[src/rtl/pipeline_pkg.sv]
// rtl/pipeline_pkg.sv - shared pipeline types for the ID/EX stage
// Purpose: forwarding-select enum and the registered ID/EX control bundle.
package pipeline_pkg;

  typedef enum logic [1:0] {
    FWD_REG   = 2'd0,
    FWD_EXMEM = 2'd1,
    FWD_MEMWB = 2'd2
  } fwd_sel_e;

  typedef struct packed {
    logic valid;
    logic reg_write;
    logic mem_read;
    logic mem_write;
    logic alu_src;
  } id_ex_ctrl_t;

endpackage

[src/rtl/forward_unit.sv]
// rtl/forward_unit.sv - operand forwarding source selector
// Purpose: choose the newest producer of one source register.
// Ports: rs_i (registered source index), exmem_* / memwb_* (write-back
//        enables and destinations of the two older stages), sel_o (source).
module forward_unit
  import pipeline_pkg::*;
#(
  parameter int REG_ADDR_WIDTH = 5
) (
  input  logic [REG_ADDR_WIDTH-1:0] rs_i,
  input  logic                      exmem_reg_write_i,
  input  logic [REG_ADDR_WIDTH-1:0] exmem_rd_i,
  input  logic                      memwb_reg_write_i,
  input  logic [REG_ADDR_WIDTH-1:0] memwb_rd_i,
  output fwd_sel_e                  sel_o
);

  // EX/MEM is checked first because it holds the younger result; x0 is
  // hard-wired zero and must never pick up a forwarded value.
  always_comb begin
    sel_o = FWD_REG;
    if (exmem_reg_write_i && (exmem_rd_i != '0) && (exmem_rd_i == rs_i)) begin
      sel_o = FWD_EXMEM;
    end else if (memwb_reg_write_i && (memwb_rd_i != '0) && (memwb_rd_i == rs_i)) begin
      sel_o = FWD_MEMWB;
    end
  end

endmodule

[src/rtl/id_ex_stage.sv]
// rtl/id_ex_stage.sv - ID/EX pipeline register with forwarding and load-use detect
// Purpose: register decoded instruction, forward operands into the ALU,
//          insert bubbles on flush or load-use hazard.
// Ports: clk/rst_n, stall_i/flush_i, id_* decode inputs, exmem_*/memwb_*
//        forwarding sources, SrcA/SrcB/Operation ALU inputs, ex_* stage
//        outputs, load_use_hazard_o upstream hold request.
module id_ex_stage
  import pipeline_pkg::*;
#(
  parameter int DATA_WIDTH     = 32,
  parameter int OPCODE_LENGTH  = 4,
  parameter int REG_ADDR_WIDTH = 5
) (
  input  logic                      clk,
  input  logic                      rst_n,
  input  logic                      stall_i,
  input  logic                      flush_i,
  input  logic                      id_valid_i,
  input  logic                      id_reg_write_i,
  input  logic                      id_mem_read_i,
  input  logic                      id_mem_write_i,
  input  logic                      id_alu_src_i,
  input  logic [OPCODE_LENGTH-1:0]  id_alu_op_i,
  input  logic [REG_ADDR_WIDTH-1:0] id_rs1_addr_i,
  input  logic [REG_ADDR_WIDTH-1:0] id_rs2_addr_i,
  input  logic [REG_ADDR_WIDTH-1:0] id_rd_addr_i,
  input  logic [DATA_WIDTH-1:0]     id_rs1_data_i,
  input  logic [DATA_WIDTH-1:0]     id_rs2_data_i,
  input  logic [DATA_WIDTH-1:0]     id_imm_i,
  input  logic                      exmem_reg_write_i,
  input  logic [REG_ADDR_WIDTH-1:0] exmem_rd_i,
  input  logic [DATA_WIDTH-1:0]     exmem_result_i,
  input  logic                      memwb_reg_write_i,
  input  logic [REG_ADDR_WIDTH-1:0] memwb_rd_i,
  input  logic [DATA_WIDTH-1:0]     memwb_result_i,
  output logic [DATA_WIDTH-1:0]     SrcA,
  output logic [DATA_WIDTH-1:0]     SrcB,
  output logic [OPCODE_LENGTH-1:0]  Operation,
  output logic                      ex_valid_o,
  output logic                      ex_reg_write_o,
  output logic                      ex_mem_read_o,
  output logic                      ex_mem_write_o,
  output logic [REG_ADDR_WIDTH-1:0] ex_rd_o,
  output logic [DATA_WIDTH-1:0]     ex_store_data_o,
  output logic                      load_use_hazard_o
);

  id_ex_ctrl_t               ctrl_q, ctrl_d;
  logic [OPCODE_LENGTH-1:0]  alu_op_q, alu_op_d;
  logic [REG_ADDR_WIDTH-1:0] rs1_q, rs1_d, rs2_q, rs2_d, rd_q, rd_d;
  logic [DATA_WIDTH-1:0]     rs1_data_q, rs1_data_d;
  logic [DATA_WIDTH-1:0]     rs2_data_q, rs2_data_d;
  logic [DATA_WIDTH-1:0]     imm_q, imm_d;

  fwd_sel_e                  fwd_a_sel, fwd_b_sel;
  logic [DATA_WIDTH-1:0]     fwd_a, fwd_b;

  // A load in EX cannot supply its data until MEM, so a consumer in ID must wait.
  assign load_use_hazard_o = id_valid_i & ctrl_q.valid & ctrl_q.mem_read &
                             (rd_q != '0) &
                             ((rd_q == id_rs1_addr_i) | (rd_q == id_rs2_addr_i));

  always_comb begin
    ctrl_d     = ctrl_q;
    alu_op_d   = alu_op_q;
    rs1_d      = rs1_q;
    rs2_d      = rs2_q;
    rd_d       = rd_q;
    rs1_data_d = rs1_data_q;
    rs2_data_d = rs2_data_q;
    imm_d      = imm_q;
    // Flush beats stall so a redirect never leaves a wrong-path op held in EX.
    if (flush_i || (!stall_i && load_use_hazard_o)) begin
      ctrl_d     = '0;
      alu_op_d   = '0;
      rs1_d      = '0;
      rs2_d      = '0;
      rd_d       = '0;
      rs1_data_d = '0;
      rs2_data_d = '0;
      imm_d      = '0;
    end else if (!stall_i) begin
      ctrl_d.valid     = id_valid_i;
      ctrl_d.reg_write = id_reg_write_i;
      ctrl_d.mem_read  = id_mem_read_i;
      ctrl_d.mem_write = id_mem_write_i;
      ctrl_d.alu_src   = id_alu_src_i;
      alu_op_d         = id_alu_op_i;
      rs1_d            = id_rs1_addr_i;
      rs2_d            = id_rs2_addr_i;
      rd_d             = id_rd_addr_i;
      rs1_data_d       = id_rs1_data_i;
      rs2_data_d       = id_rs2_data_i;
      imm_d            = id_imm_i;
    end
  end

  always_ff @(posedge clk or negedge rst_n) begin
    if (!rst_n) begin
      ctrl_q     <= '0;
      alu_op_q   <= '0;
      rs1_q      <= '0;
      rs2_q      <= '0;
      rd_q       <= '0;
      rs1_data_q <= '0;
      rs2_data_q <= '0;
      imm_q      <= '0;
    end else begin
      ctrl_q     <= ctrl_d;
      alu_op_q   <= alu_op_d;
      rs1_q      <= rs1_d;
      rs2_q      <= rs2_d;
      rd_q       <= rd_d;
      rs1_data_q <= rs1_data_d;
      rs2_data_q <= rs2_data_d;
      imm_q      <= imm_d;
    end
  end

  forward_unit #(.REG_ADDR_WIDTH(REG_ADDR_WIDTH)) u_fwd_a (
    .rs_i              (rs1_q),
    .exmem_reg_write_i (exmem_reg_write_i),
    .exmem_rd_i        (exmem_rd_i),
    .memwb_reg_write_i (memwb_reg_write_i),
    .memwb_rd_i        (memwb_rd_i),
    .sel_o             (fwd_a_sel)
  );

  forward_unit #(.REG_ADDR_WIDTH(REG_ADDR_WIDTH)) u_fwd_b (
    .rs_i              (rs2_q),
    .exmem_reg_write_i (exmem_reg_write_i),
    .exmem_rd_i        (exmem_rd_i),
    .memwb_reg_write_i (memwb_reg_write_i),
    .memwb_rd_i        (memwb_rd_i),
    .sel_o             (fwd_b_sel)
  );

  always_comb begin
    fwd_a = rs1_data_q;
    case (fwd_a_sel)
      FWD_EXMEM: fwd_a = exmem_result_i;
      FWD_MEMWB: fwd_a = memwb_result_i;
      default:   fwd_a = rs1_data_q;
    endcase
    fwd_b = rs2_data_q;
    case (fwd_b_sel)
      FWD_EXMEM: fwd_b = exmem_result_i;
      FWD_MEMWB: fwd_b = memwb_result_i;
      default:   fwd_b = rs2_data_q;
    endcase
  end

  assign SrcA            = fwd_a;
  assign SrcB            = ctrl_q.alu_src ? imm_q : fwd_b;
  assign ex_store_data_o = fwd_b;
  assign Operation       = alu_op_q;
  assign ex_valid_o      = ctrl_q.valid;
  assign ex_reg_write_o  = ctrl_q.reg_write;
  assign ex_mem_read_o   = ctrl_q.mem_read;
  assign ex_mem_write_o  = ctrl_q.mem_write;
  assign ex_rd_o         = rd_q;

endmodule

[config.mk]
export PLATFORM = sky130hd
export DESIGN_NAME = id_ex_stage
export DESIGN_NICKNAME = d
export VERILOG_FILES = /design/src/rtl/pipeline_pkg.sv /design/src/rtl/forward_unit.sv /design/src/rtl/id_ex_stage.sv
export SDC_FILE = /design/constraint.sdc
export NUM_CORES = 1
export LEC_CHECK = 0
export CAP_MARGIN = 20
export CORE_ASPECT_RATIO = 1.1
export CORE_MARGIN = 2
export CORE_UTILIZATION = 47
export DETAILED_ROUTE_END_ITERATION = 8
export GPL_TIMING_DRIVEN = 0
export HOLD_SLACK_MARGIN = 0.15
export PLACE_DENSITY = 0.94
export SYNTH_ARGS = -nofsm -noshare
export SYNTH_HDL_FRONTEND = slang
export SYNTH_SLANG_ARGS = --single-unit
[constraint.sdc]
create_clock -name clk -period 4.1 [get_ports clk]
set_input_delay 0.615 -clock clk [delete_from_list [all_inputs] [get_ports clk]]
set_output_delay 0.615 -clock clk [all_outputs]
set_load 0.01 [all_outputs]
==> results.py <==
metrics = {
    "timing": {
        "period_needed_ns": 4.09,
        "post-route-period-util_pct": 99.8,
        "setup_viol": 0,
        "worstMarginPinSlew_ns": 0.834,
        "whs_ns": 0.139,
        "worst_slack_ns": 0.00669,
        "hold_viol": 0,
        "fmax_mhz": 244,
        "rsz0062_at_grt": "no",
        "tns_ns": 0,
        "drv_slew": 0,
        "relSlewSlack_pct": 44.4,
        "skew_ns": 0.00864,
    },
    "clocking": {
        "root_buffer": "clkbuf_16",
        "cts_tree": "done",
        "cts_hold_buffers": 0,
        "clkTransAtPathRegs_ns": 0.05,
        "cts_buffers": 17,
        "insertion_delay_ns": 0.40,
        "postCtsSetupBuffers": 0,
        "clock_path_buffers": 2,
        "h-tree-depth": 4,
        "cts.sinks": 120,
    },
    "yosys": {
        "synth-seq-cells": 120,
        "syn_inst": 812,
        "yosysSeqAreaShare_pct": 41.2,
        "syn_nets": 1012,
        "ys_types": 32,
        "syn_area_per_cell_sq_um": 8.97,
        "yosysWarnings": 0,
        "synth_area_sq_um": 7290,
    },
    "floorplan": {
        "start_util_pct": 48.2,
        "die-area_sq_um": 16500,
        "io_pins": 310,
        "num_rows": 47,
        "die_h_microns": 135,
        "core_area_sq_um": 15100,
        "die_w_microns": 123,
    },
    "placed_design": {
        "portBuffers": 307,
        "place_ws_ns": -0.252,
        "placed_cells": 1317,
        "place.gp.congestion": 0.934,
        "hpwl_microns": 22400,
        "dpl_cell_area_sq_um": 10600,
    },
    "global_route": {
        "first_global_vias": 8472,
        "gr-usage-met2_pct": 60.8,
        "grt_overflow": 0,
        "top_usage_layer": "met2",
        "grt_use_met1_pct": 44.5,
        "antenna_found_initial": 0,
        "grt_start_max_net_pins": 73,
        "met3_usage_pct": 6.76,
        "grt_util_all_layers_pct": 36.3,
        "grt_pass1_wl_microns": 45500,
    },
    "power_and_ir_drop": {
        "design_power_total_mw": 3.76,
        "power.density_nw_per_um2": 331,
        "ir_drop_mv": 0.239,
        "leakagePower_nw": 5.03,
    },
    "worst_setup_path": {
        "cp-start-kind": "primary input",
        "r2r_start": "ex_rd_o[0]",
        "startpoint": "memwb_rd_i[0]",
        "worst-path-max-fanout": 10,
        "crit_type": "primary input to primary output",
        "end_kind": "primary output",
        "cp.arrival_ns": 3.48,
        "r2r_cells": 8,
        "rrSetupSlack_ns": 1.61,
        "rr_endpoint": "rs1_data_q[19]",
        "endpoint": "SrcA[11]",
        "critPathRequiredTime_ns": 3.48,
    },
    "outcome": {
        "outcome": "finished clean",
    },
    "layout": {
        "fin_util_pct": 75.2,
        "final_cell_mix": "273 x clkdlybuf4s50_1, 167 x nand2_1, 120 x dfrtp_1",
        "instances_no_fill": 1347,
        "area_delta_synth_final_pct": 56.1,
        "n_fill_cell": 1066,
        "layout_commonest_cell": "clkdlybuf4s50_1",
        "antenna_cells": 0,
        "fin_area_sq_um": 11400,
        "nNetsFinal": 1339,
        "layout-drive-gt1-share_pct": 9.38,
    },
    "detailed_routing": {
        "first_pass_iters": 5,
        "drc": 0,
        "ant_nets": 0,
        "viasPerCell": 6.10,
        "wirelength_microns": 30600,
        "wl_per_cell_microns": 22.7,
        "vias": 8223,
        "drt-initial-drc-count": 733,
    },
    "hold_path": {
        "hp-class": "primary input to async pin",
    },
    "run": {
        "cap_violations": 0,
    },
}
[critical path, cell delays in order]
cell and delay [ns]:
clkdlybuf4s50_1 0.49, or4_1 0.56, o21a_1 0.22, and4_1 0.29
buf_4 0.26, mux2i_1 0.15, o21ai_0 0.28, clkdlybuf4s50_1 0.60
[worst min path at each step]
| stage | endpoint | slack, ns |
|---|---|---|
| after floorplan | Operation[0] | 0.32 |
| after detailed placement | ex_mem_write_o | 0.48 |
| after CTS | imm_q[20] | 0.16 |
| after global routing | imm_q[20] | 0.17 |
| final | imm_q[17] | 0.14 |
| after global placement | rs1_data_q[28] | 0.47 |
[where the power goes]
group | switching [mW] | internal (mW)
sequential | 0.0510 | 1.25
clock | 0.552 | 1.04
combinational | 0.402 | 0.465
[area by class of cell]
| type | count | area [sq um] | share of cell area (%) |
|---|---|---|---|
| clock inverter | 9 | 148 | 1.30 |
| clock buffer | 22 | 464 | 4.08 |
| multi-input combinational | 575 | 3790 | 33.4 |
| inverter | 33 | 124 | 1.09 |
| timing repair buffer | 309 | 3180 | 28.0 |
| tap | 196 | 245 | 2.16 |
| sequential | 120 | 3000 | 26.4 |
| buffer | 83 | 409 | 3.60 |
[layer usage]
| layer | part of all wire (%) | routed length (microns) |
|---|---|---|
| met1 | 37 | 11400 |
| met2 | 49 | 15000 |
| met3 | 9.2 | 2810 |
| met4 | 4.6 | 1400 |
| met5 | 0 | 0 |
[logic make-up after synthesis]
family / after synthesis / synth area share (%)
buffers and inverters: 117 / 6.87
flip-flops: 120 / 41.2
XOR/XNOR: 30 / 3.61
AND/OR/NAND/NOR: 261 / 15.6
multiplexers: 64 / 8.79
AO/OA/AOI/OAI: 220 / 23.9
[state kept, by name (all words and copies together) (netlist names)]
register / flops
ex_rd_o: 5
ex_mem_read_o: 1
rs1_q: 5
imm_q: 32
ex_mem_write_o: 1
rs1_data_q: 32
Operation: 4
ctrl_q: 1
ex_reg_write_o: 1
rs2_q: 5
ex_valid_o: 1
rs2_data_q: 32
[what timing repair did]
item / in CTS / in global routing
cloned: 0 / 0
gates resized for setup: 22 / 42
endpoints found under the setup margin: 70 / 66
[Yosys cell counts, drive strengths merged]
cell type | count | area [sq um]
nand2 | 167 | 627
dfrtp | 120 | 3000
o22ai | 73 | 457
mux2i | 64 | 641
clkbuf | 56 | 210
a32o | 47 | 470
nor3 | 36 | 180
nor2 | 35 | 131
inv | 33 | 124
o21ai | 33 | 165
a21oi | 32 | 160
a221oi | 32 | 468
buf | 28 | 166
xor2 | 20 | 175
or3b | 11 | 96.3
xnor2 | 10 | 87.6
or4 | 4 | 30.0
nand3 | 2 | 10.0
nor2b | 2 | 20.0
a22oi | 1 | 7.51
and4 | 1 | 8.76
nand4 | 1 | 12.5
nor4 | 1 | 12.5
o2111ai | 1 | 8.76
o21a | 1 | 7.51
or2 | 1 | 6.26
Note: power is estimated with default switching activity, not from simulation.
